## config.mk

```make
export PLATFORM = sky130hd
export DESIGN_NAME = dcache_fill_flat
export DESIGN_NICKNAME = d
export VERILOG_FILES = /design/src/rtl/dcache_fill_pkg.sv /design/src/rtl/dcache_fill_if.sv /design/src/rtl/dcache_fill_wb_beat_counter.sv /design/src/rtl/dcache_fill.sv /design/src/flat_wrapper.sv
export SDC_FILE = /design/constraint.sdc
export NUM_CORES = 1
export LEC_CHECK = 0
export CAP_MARGIN = 20
export CORE_MARGIN = 5
export CORE_UTILIZATION = 43
export DETAILED_ROUTE_END_ITERATION = 16
export GPL_ROUTABILITY_DRIVEN = 0
export PLACE_DENSITY = 0.77
export SLEW_MARGIN = 15
export SYNTH_ARGS = -nofsm -noshare
export SYNTH_HDL_FRONTEND = slang
export SYNTH_SLANG_ARGS = --single-unit
export TNS_END_PERCENT = 30
```

## constraint.sdc

```tcl
create_clock -name i_clk -period 2.2 [get_ports i_clk]
set_input_delay 0.66 -clock i_clk [delete_from_list [all_inputs] [get_ports i_clk]]
set_output_delay 0.66 -clock i_clk [all_outputs]
set_load 0.02 [all_outputs]
```

## src/rtl/dcache_fill_pkg.sv

```systemverilog
// Shared types and helpers for the data-cache line-fill engine.
package dcache_fill_pkg;

    localparam int LGLINE_DEF = 3;

    typedef enum logic [1:0] {
        ST_IDLE   = 2'b00,
        ST_SINGLE = 2'b01,
        ST_FILL   = 2'b10
    } state_t;

    // Clear the low lgline bits of a word address to get its line base.
    function automatic logic [63:0] line_base(input logic [63:0] addr, input int unsigned lgline);
        logic [63:0] mask;
        mask = ~((64'd1 << lgline) - 64'd1);
        return addr & mask;
    endfunction

endpackage

```

## src/rtl/dcache_fill_if.sv

```systemverilog
// Request/response and Wishbone bundle of the fill engine.
interface dcache_fill_if #(
    parameter int AW = 24,
    parameter int DW = 32
);
    import dcache_fill_pkg::*;

    logic          i_req;
    logic [AW-1:0] i_addr;
    logic          i_cachable;
    logic          o_busy;
    logic          o_valid;
    logic [DW-1:0] o_data;
    logic          o_err;
    logic          o_fill_we;
    logic [AW-1:0] o_fill_addr;
    logic [DW-1:0] o_fill_data;
    logic          o_line_done;
    logic          o_wb_cyc;
    logic          o_wb_stb;
    logic [AW-1:0] o_wb_addr;
    logic          i_wb_stall;
    logic          i_wb_ack;
    logic          i_wb_err;
    logic [DW-1:0] i_wb_data;

    modport master (
        input  i_req, i_addr, i_cachable, i_wb_stall, i_wb_ack, i_wb_err, i_wb_data,
        output o_busy, o_valid, o_data, o_err, o_fill_we, o_fill_addr, o_fill_data,
               o_line_done, o_wb_cyc, o_wb_stb, o_wb_addr
    );

    modport slave (
        output i_req, i_addr, i_cachable, i_wb_stall, i_wb_ack, i_wb_err, i_wb_data,
        input  o_busy, o_valid, o_data, o_err, o_fill_we, o_fill_addr, o_fill_data,
               o_line_done, o_wb_cyc, o_wb_stb, o_wb_addr
    );

endinterface

```

## src/rtl/dcache_fill_wb_beat_counter.sv

```systemverilog
// Counts accepted Wishbone beats and acks of one burst. The flags fire in the
// cycle the final beat is accepted / the final ack arrives, so the owner can
// drop stb or cyc on that same edge.
module wb_beat_counter #(
    parameter int LG = 3
) (
    input  logic        i_clk,
    input  logic        i_reset_n,
    input  logic        i_clr,
    input  logic        i_req_acc,
    input  logic        i_ack,
    output logic [LG:0] o_ack_cnt,
    output logic        o_all_issued,
    output logic        o_all_acked
);
    localparam logic [LG:0] LAST = {1'b0, {LG{1'b1}}};
    localparam logic [LG:0] ONE  = {{LG{1'b0}}, 1'b1};

    logic [LG:0] req_cnt;

    // Request and ack counters, cleared between bursts.
    always_ff @(posedge i_clk or negedge i_reset_n) begin
        if (!i_reset_n) begin
            req_cnt   <= '0;
            o_ack_cnt <= '0;
        end else if (i_clr) begin
            req_cnt   <= '0;
            o_ack_cnt <= '0;
        end else begin
            if (i_req_acc) req_cnt   <= req_cnt + ONE;
            if (i_ack)     o_ack_cnt <= o_ack_cnt + ONE;
        end
    end

    assign o_all_issued = i_req_acc && (req_cnt == LAST);
    assign o_all_acked  = i_ack && (o_ack_cnt == LAST);

endmodule

```

## src/rtl/dcache_fill.sv

```systemverilog
// Line-fill / uncached-read engine: one miss at a time, burst fill for
// cachable lines, single-beat read otherwise. All outputs are registered.
module dcache_fill
    import dcache_fill_pkg::*;
#(
    parameter int AW     = 24,
    parameter int DW     = 32,
    parameter int LGLINE = LGLINE_DEF
) (
    input  logic           i_clk,
    input  logic           i_reset_n,
    dcache_fill_if.master  bus
);
    localparam logic [LGLINE-1:0] OFF_ONE = {{(LGLINE-1){1'b0}}, 1'b1};

    state_t            state, state_n;
    logic              cyc, cyc_n, stb, stb_n;
    logic [AW-1:0]     wb_addr, wb_addr_n;
    logic [LGLINE-1:0] off, off_n;
    logic              valid, valid_n, err, err_n, we, we_n, done, done_n;
    logic [DW-1:0]     data, data_n, fdata, fdata_n;
    logic [AW-1:0]     faddr, faddr_n;

    logic              acc, ack_g, err_g;
    logic [LGLINE:0]   ack_cnt;
    logic              all_issued, all_acked;

    // Responses only count while we own the bus; err overrides a coincident ack.
    assign acc   = stb & ~bus.i_wb_stall;
    assign err_g = cyc & bus.i_wb_err;
    assign ack_g = cyc & bus.i_wb_ack & ~bus.i_wb_err;

    wb_beat_counter #(.LG(LGLINE)) u_cnt (
        .i_clk       (i_clk),
        .i_reset_n   (i_reset_n),
        .i_clr       (state == ST_IDLE),
        .i_req_acc   (acc),
        .i_ack       (ack_g),
        .o_ack_cnt   (ack_cnt),
        .o_all_issued(all_issued),
        .o_all_acked (all_acked)
    );

    // Next-state and next-output decode.
    always_comb begin
        state_n   = state;
        cyc_n     = cyc;
        stb_n     = stb;
        wb_addr_n = wb_addr;
        off_n     = off;
        valid_n   = 1'b0;
        err_n     = 1'b0;
        we_n      = 1'b0;
        done_n    = 1'b0;
        data_n    = data;
        fdata_n   = fdata;
        faddr_n   = faddr;
        case (state)
            ST_IDLE: begin
                if (bus.i_req) begin
                    cyc_n = 1'b1;
                    stb_n = 1'b1;
                    if (bus.i_cachable) begin
                        state_n   = ST_FILL;
                        wb_addr_n = AW'(line_base(64'(bus.i_addr), LGLINE));
                        off_n     = bus.i_addr[LGLINE-1:0];
                    end else begin
                        state_n   = ST_SINGLE;
                        wb_addr_n = bus.i_addr;
                    end
                end
            end
            ST_SINGLE: begin
                if (acc) stb_n = 1'b0;
                if (err_g) begin
                    cyc_n   = 1'b0;
                    stb_n   = 1'b0;
                    err_n   = 1'b1;
                    state_n = ST_IDLE;
                end else if (ack_g) begin
                    cyc_n   = 1'b0;
                    stb_n   = 1'b0;
                    data_n  = bus.i_wb_data;
                    valid_n = 1'b1;
                    state_n = ST_IDLE;
                end
            end
            ST_FILL: begin
                // Offset wraps inside the line; the line base never changes.
                if (acc) begin
                    wb_addr_n = {wb_addr[AW-1:LGLINE], wb_addr[LGLINE-1:0] + OFF_ONE};
                    if (all_issued) stb_n = 1'b0;
                end
                if (err_g) begin
                    cyc_n   = 1'b0;
                    stb_n   = 1'b0;
                    err_n   = 1'b1;
                    state_n = ST_IDLE;
                end else if (ack_g) begin
                    we_n    = 1'b1;
                    fdata_n = bus.i_wb_data;
                    faddr_n = {wb_addr[AW-1:LGLINE], ack_cnt[LGLINE-1:0]};
                    if (ack_cnt == {1'b0, off}) data_n = bus.i_wb_data;
                    if (all_acked) begin
                        cyc_n   = 1'b0;
                        stb_n   = 1'b0;
                        valid_n = 1'b1;
                        done_n  = 1'b1;
                        state_n = ST_IDLE;
                    end
                end
            end
            default: begin
                cyc_n   = 1'b0;
                stb_n   = 1'b0;
                state_n = ST_IDLE;
            end
        endcase
    end

    // State and output registers; reset drops the bus immediately.
    always_ff @(posedge i_clk or negedge i_reset_n) begin
        if (!i_reset_n) begin
            state   <= ST_IDLE;
            cyc     <= 1'b0;
            stb     <= 1'b0;
            wb_addr <= '0;
            off     <= '0;
            valid   <= 1'b0;
            err     <= 1'b0;
            we      <= 1'b0;
            done    <= 1'b0;
            data    <= '0;
            fdata   <= '0;
            faddr   <= '0;
        end else begin
            state   <= state_n;
            cyc     <= cyc_n;
            stb     <= stb_n;
            wb_addr <= wb_addr_n;
            off     <= off_n;
            valid   <= valid_n;
            err     <= err_n;
            we      <= we_n;
            done    <= done_n;
            data    <= data_n;
            fdata   <= fdata_n;
            faddr   <= faddr_n;
        end
    end

    assign bus.o_busy      = (state != ST_IDLE);
    assign bus.o_valid     = valid;
    assign bus.o_data      = data;
    assign bus.o_err       = err;
    assign bus.o_fill_we   = we;
    assign bus.o_fill_addr = faddr;
    assign bus.o_fill_data = fdata;
    assign bus.o_line_done = done;
    assign bus.o_wb_cyc    = cyc;
    assign bus.o_wb_stb    = stb;
    assign bus.o_wb_addr   = wb_addr;

endmodule

```

## src/flat_wrapper.sv

```systemverilog
// flat-port wrapper written by rule: the top's interface ports become plain ports
module dcache_fill_flat import dcache_fill_pkg::*;
#(
    parameter int AW     = 24,
    parameter int DW     = 32,
    parameter int LGLINE = LGLINE_DEF
)
  (i_clk, i_reset_n, bus_i_req, bus_i_addr, bus_i_cachable, bus_i_wb_stall, bus_i_wb_ack, bus_i_wb_err, bus_i_wb_data, bus_o_busy, bus_o_valid, bus_o_data, bus_o_err, bus_o_fill_we, bus_o_fill_addr, bus_o_fill_data, bus_o_line_done, bus_o_wb_cyc, bus_o_wb_stb, bus_o_wb_addr);
  dcache_fill_if #(.AW(AW), .DW(DW)) bus_i ();
  input  logic i_clk;
  input  logic i_reset_n;
  input wire logic [$bits(bus_i.i_req)-1:0] bus_i_req;
  input wire logic [$bits(bus_i.i_addr)-1:0] bus_i_addr;
  input wire logic [$bits(bus_i.i_cachable)-1:0] bus_i_cachable;
  input wire logic [$bits(bus_i.i_wb_stall)-1:0] bus_i_wb_stall;
  input wire logic [$bits(bus_i.i_wb_ack)-1:0] bus_i_wb_ack;
  input wire logic [$bits(bus_i.i_wb_err)-1:0] bus_i_wb_err;
  input wire logic [$bits(bus_i.i_wb_data)-1:0] bus_i_wb_data;
  output wire logic [$bits(bus_i.o_busy)-1:0] bus_o_busy;
  output wire logic [$bits(bus_i.o_valid)-1:0] bus_o_valid;
  output wire logic [$bits(bus_i.o_data)-1:0] bus_o_data;
  output wire logic [$bits(bus_i.o_err)-1:0] bus_o_err;
  output wire logic [$bits(bus_i.o_fill_we)-1:0] bus_o_fill_we;
  output wire logic [$bits(bus_i.o_fill_addr)-1:0] bus_o_fill_addr;
  output wire logic [$bits(bus_i.o_fill_data)-1:0] bus_o_fill_data;
  output wire logic [$bits(bus_i.o_line_done)-1:0] bus_o_line_done;
  output wire logic [$bits(bus_i.o_wb_cyc)-1:0] bus_o_wb_cyc;
  output wire logic [$bits(bus_i.o_wb_stb)-1:0] bus_o_wb_stb;
  output wire logic [$bits(bus_i.o_wb_addr)-1:0] bus_o_wb_addr;
  assign bus_i.i_req = bus_i_req;
  assign bus_i.i_addr = bus_i_addr;
  assign bus_i.i_cachable = bus_i_cachable;
  assign bus_i.i_wb_stall = bus_i_wb_stall;
  assign bus_i.i_wb_ack = bus_i_wb_ack;
  assign bus_i.i_wb_err = bus_i_wb_err;
  assign bus_i.i_wb_data = bus_i_wb_data;
  assign bus_o_busy = bus_i.o_busy;
  assign bus_o_valid = bus_i.o_valid;
  assign bus_o_data = bus_i.o_data;
  assign bus_o_err = bus_i.o_err;
  assign bus_o_fill_we = bus_i.o_fill_we;
  assign bus_o_fill_addr = bus_i.o_fill_addr;
  assign bus_o_fill_data = bus_i.o_fill_data;
  assign bus_o_line_done = bus_i.o_line_done;
  assign bus_o_wb_cyc = bus_i.o_wb_cyc;
  assign bus_o_wb_stb = bus_i.o_wb_stb;
  assign bus_o_wb_addr = bus_i.o_wb_addr;
  dcache_fill #(.AW(AW), .DW(DW), .LGLINE(LGLINE)) u_core (.i_clk(i_clk), .i_reset_n(i_reset_n), .bus(bus_i));
endmodule
```

Word-level counts from Yosys, hierarchy flattened. Cells that the tools add are included.

Add/subtract/negate cells: 3. Multiply operators: 0. Divide/modulo/power cells: 0. Order comparisons: 0. Equality and inequality tests: 16. Shift operators: 0. Muxes and demuxes: 48. Bitwise operators: 8. Reductions and logical operators: 16.

Operators by type and width (count): two-way mux 32 bit (5); case mux 32 bit (2 select lines) (1); case mux 24 bit (2 select lines) (1); two-way mux 24 bit (1); two-way mux 1 bit (23); two-way mux 4 bit (4); two-way mux 2 bit (7); != test 2 bit, second input constant (6); AND reduction 3 bit (4); nonzero test 2 bit (5); adder 4 x 1 -> 4 bit, second input constant (2); == test 4 x 3 -> 1 bit, second input constant (2); two-way mux 3 bit (2); != test 3 x 2 -> 1 bit, second input constant (2); case mux 1 bit (3 select lines) (2); case mux 2 bit (3 select lines) (1); AND reduction 6 bit (1); AND 1 bit (4); == test 4 x 3 -> 1 bit (1); != test 4 x 3 -> 1 bit, second input constant (1); inverter 1 bit (4); AND reduction 4 bit (1); adder 3 x 1 -> 3 bit, second input constant (1); != test 3 x 1 -> 1 bit, second input constant (1); other kinds (8) (9).

Flip-flop bits (word level): 131. Latch bits: 0. Memory bits (writable): 0. ROM bits: 0. Memories: 0.

Longest topological paths before layout.
Word-level depth: 9. Gate-level depth with buffers: 7. Depth with buffers taken out: 6.

By module. From an unflattened synthesis, not the netlist that was laid out.

Cell total of the unflattened synthesis: 343. Area, all modules: 5403.9 µm².

By module, submodules not included: dcache_fill (times used 1, cells each 306, area an instance 4938.5 µm²); wb_beat_counter (times used 1, cells each 37, area an instance 465.4 µm²).

Worst setup path after synthesis. No wires, ideal clock.

Path type: register to output. Start: register u_core.state[0]. End: output port bus_o_busy. Arrival: 1.262 ns. Data required time: 1.540 ns. Setup slack: 0.278 ns. Cell stages (with the launch flop): 6. Path through: dfrtp_1 > inv_1 > ha_1 > clkbuf_1 > clkbuf_1 > inv_1.

Word-level cells in the longest chain between the ends: 1.

Ends and longest elaborated chain: start: declaration (line dcache_fill.sv:16) `state_t state, state_n;`; start signal: assignment (line dcache_fill.sv:137) `state <= state_n;`; nonzero test 2 bit (line dcache_fill.sv:152) `assign bus.o_busy = (state != ST_IDLE);`; end: declaration (line flat_wrapper.sv:19) `output wire logic [$bits(bus_i.o_busy)-1:0] bus_o_busy;`.

Every way passes these cells.

Worst setup path in the final report.
Start: register u_core.cyc, in the netlist u_core.bus.o_wb_cyc. End: output port bus_o_wb_cyc.

RTL lines: start: declaration (line dcache_fill.sv:17) `logic cyc, cyc_n, stb, stb_n;`; start signal: assignment (line dcache_fill.sv:138) `cyc <= cyc_n;`; end: declaration (line flat_wrapper.sv:27) `output wire logic [$bits(bus_i.o_wb_cyc)-1:0] bus_o_wb_cyc;`.

No word-level cell between the ends.

==> results.sh <==
export IMPL_grt_pass1_wl_mm=20.2
export IMPL_cp_top_family="buffers and inverters"
export IMPL_slew_headroom=0.736
export IMPL_clock_sinks=131
export IMPL_clk_pin_slew_worst_paths_ps=50
export IMPL_irDropWorstVdd_mv=0.639
export IMPL_final_hold_viol_count=0
export IMPL_setup_viol=0
export IMPL_die_x_um=120
export IMPL_grt_max_degree=74
export IMPL_crit_chain="clkdlybuf4s50_1"
export IMPL_reg2reg_from="u_core.state[0]"
export IMPL_hp_class="in2async"
export IMPL_synth_largest_area_cell="dfrtp_1"
export IMPL_cp_num_buf_inv=1
export IMPL_drive_gt1_frac=0.282
export IMPL_slowest_stage="clkdlybuf4s50_1"
export IMPL_ys_seq_area_frac=0.630
export IMPL_tightest_slew_ps=395
export IMPL_reg2reg_slack_ps=310
export IMPL_slew_violations=0
export IMPL_max_freq_ghz=0.469
export IMPL_power_density_nw_per_um2=1590
export IMPL_crit_type="reg2out"
export IMPL_diodes=0
export IMPL_grt_pass1_vias=3866
export IMPL_crit_fanout=7
export IMPL_crit_path_max_incr_delay_ps=640
export IMPL_synth_nets=412
export IMPL_synthArstFlopShare=1.00
export IMPL_fin_nets=612
export IMPL_ant_nets=0
export IMPL_end_kind="primary output"
export IMPL_clkLatencyLatePin_ps=410
export IMPL_rsz0062_at_grt="no"
export IMPL_htree_levels=4
export IMPL_area_growth_pct=52.1
export IMPL_status="complete, no violations"
export IMPL_p_leak_nw=3.46
export IMPL_vias=3489
export IMPL_synth_seq_cells=131
export IMPL_drt_iter0_drc=172
export IMPL_overflow=0
export IMPL_power_mw=12.6
export IMPL_worst_setup_path_start_kind="register"
export IMPL_io_buffers=181
export IMPL_synthFlopType="dfrtp_1"
export IMPL_fill_cells=881
export IMPL_yosys_top_cells_area="dfrtp_1 63%, mux2_2 23%, ha_1 1.4%, buf_6 1.3%, mux2_1 1.1%"
export IMPL_yosys_top_cells_count="131 x dfrtp_1, 108 x mux2_2, 14 x nor2_1"
export IMPL_drtPass1Iterations=4
export IMPL_startpoint="u_core.bus.o_wb_cyc"
export IMPL_drc=0
export IMPL_clk_path_buf_depth=2
export IMPL_period_share=0.968
export IMPL_drv_cap=0
export IMPL_fin_skew_ps=5.27
export IMPL_totalWireLength_mm=12.5
export IMPL_core_region_area_um2=11900
export IMPL_hpwl_mm=9.35
export IMPL_synth_edf_count=0
export IMPL_rows=40
export IMPL_clockRootBuffer="clkbuf_16"
export IMPL_synth_top_cell_area_share=0.630
export IMPL_setup_tns_final_ps=0
export IMPL_initial_core_util=0.437
export IMPL_syn_avg_cell_area_um2=15.2
export IMPL_synth_cell_area_um2=5200
export IMPL_synth_distinct_cells=32
export IMPL_cts_buffers_inserted=17
export IMPL_yosysMostFrequentCell="dfrtp_1"
export IMPL_io_pins=182
export IMPL_cts_tree="done"
export IMPL_yosys_warnings=0
export IMPL_cp_required_ps=1540
export IMPL_drt_wirelength_per_cell_um=17.8
export IMPL_cp_arrival_ps=1470
export IMPL_antenna_found_initial=0
export IMPL_fin_crit_ps=2130
export IMPL_viasPerCell=4.96
export IMPL_postSynthCellCount=343
export IMPL_fin_util=0.664
export IMPL_die_y_um=120
export IMPL_die_area_um2=14400
export IMPL_grtUsageTotal=0.181
kinds of logic after synthesis:
family	after synthesis	synth area share
compound gates	13	0.0152
xor+xnor	9	0.0152
fa+ha+maj	6	0.0144
buf+inv	20	0.0253
flops	131	0.630
mux	116	0.250
simple gates	48	0.0495
area by class of cell:
| cell class | count | area [µm²] | area share |
|---|---|---|---|
| Clock inverter | 10 | 153 | 0.0193 |
| Multi-Input combinational cell | 192 | 1800 | 0.228 |
| Sequential cell | 131 | 3280 | 0.414 |
| Inverter | 5 | 18.8 | 0.00237 |
| Tap cell | 147 | 184 | 0.0232 |
| Clock buffer | 22 | 484 | 0.0612 |
| Timing Repair Buffer | 196 | 2000 | 0.252 |
per-layer routing:
metal,GRT usage,wire length [µm],part of all wire
met2,0.325,6800,0.54
met4,0.0938,439,0.035
met3,0.0481,577,0.046
met5,0,0,0
met1,0.196,4680,0.37
registers in the layout (all words and copies together) (netlist names), 2 cells and up:
register / flops
u_core.state: 2
u_core.bus.o_data: 32
u_core.u_cnt.req_cnt: 4
u_core.bus.o_fill_addr: 24
u_core.bus.o_wb_addr: 24
u_core.off: 3
u_core.bus.o_fill_data: 32
u_core.u_cnt.o_ack_cnt: 4
power by group:
group | internal (mW) | leakage [nW] | switching, mW | total [mW]
Combinational | 2.93 | 1.52 | 2.58 | 5.51
Clock | 2.01 | 0.316 | 0.978 | 2.98
Sequential | 3.49 | 1.63 | 0.617 | 4.11
Total | 8.43 | 3.46 | 4.17 | 12.6
per-stage QoR:
| stage | std cells | area [µm²] | worst slack, ps | hold slack, ps |
|---|---|---|---|---|
| after floorplan | 343 | 5200 | 278 | 364 |
| after global placement | 671 | 7280 | -71.4 | 468 |
| after detailed placement | 671 | 7280 | -102 | 472 |
| after CTS | 703 | 7910 | 51.0 | 34.6 |
| after global routing | 703 | 7910 | 11.1 | 32.0 |
| final | 703 | 7910 | 69.4 | 53.5 |
layout by cell type (no fill, tap or decap), types with 4 or more instances in the layout:
cell,instances
bufinv_16,4
mux2_1,5
nand2_1,9
clkdlybuf4s50_1,179
mux2_2,108
dfrtp_1,131
nand4_1,4
ha_1,6
inv_1,5
nand2b_1,4
buf_4,10
buf_12,6
clkbuf_8,4
clkbuf_16,17
xor2_1,4
a21oi_1,6
nand3b_1,6
xnor2_1,5
clkinv_2,5
nor2_1,14
final timing paths:
path | endpoint | depth (start not counted)
worst max-delay path | bus_o_wb_cyc | 1
worst min-delay path | u_core.bus.o_wb_addr[6] | 1
worst max register to register | u_core.bus.o_data[28] | 7
worst min register to register | u_core.bus.o_fill_addr[14] | 1
max in group asynchronous | u_core.bus.o_data[22] | 2
min in group i_clk | u_core.bus.o_fill_addr[14] | 1
repair_timing:
| item | in CTS | in global routing |
|---|---|---|
| hold buffers | 0 | 0 |
| setup buffers | 0 | 0 |
| gates resized for setup | 1 | 0 |
| endpoints found under the setup margin | 1 | 0 |
Note: power is estimated with default switching activity, not from simulation.
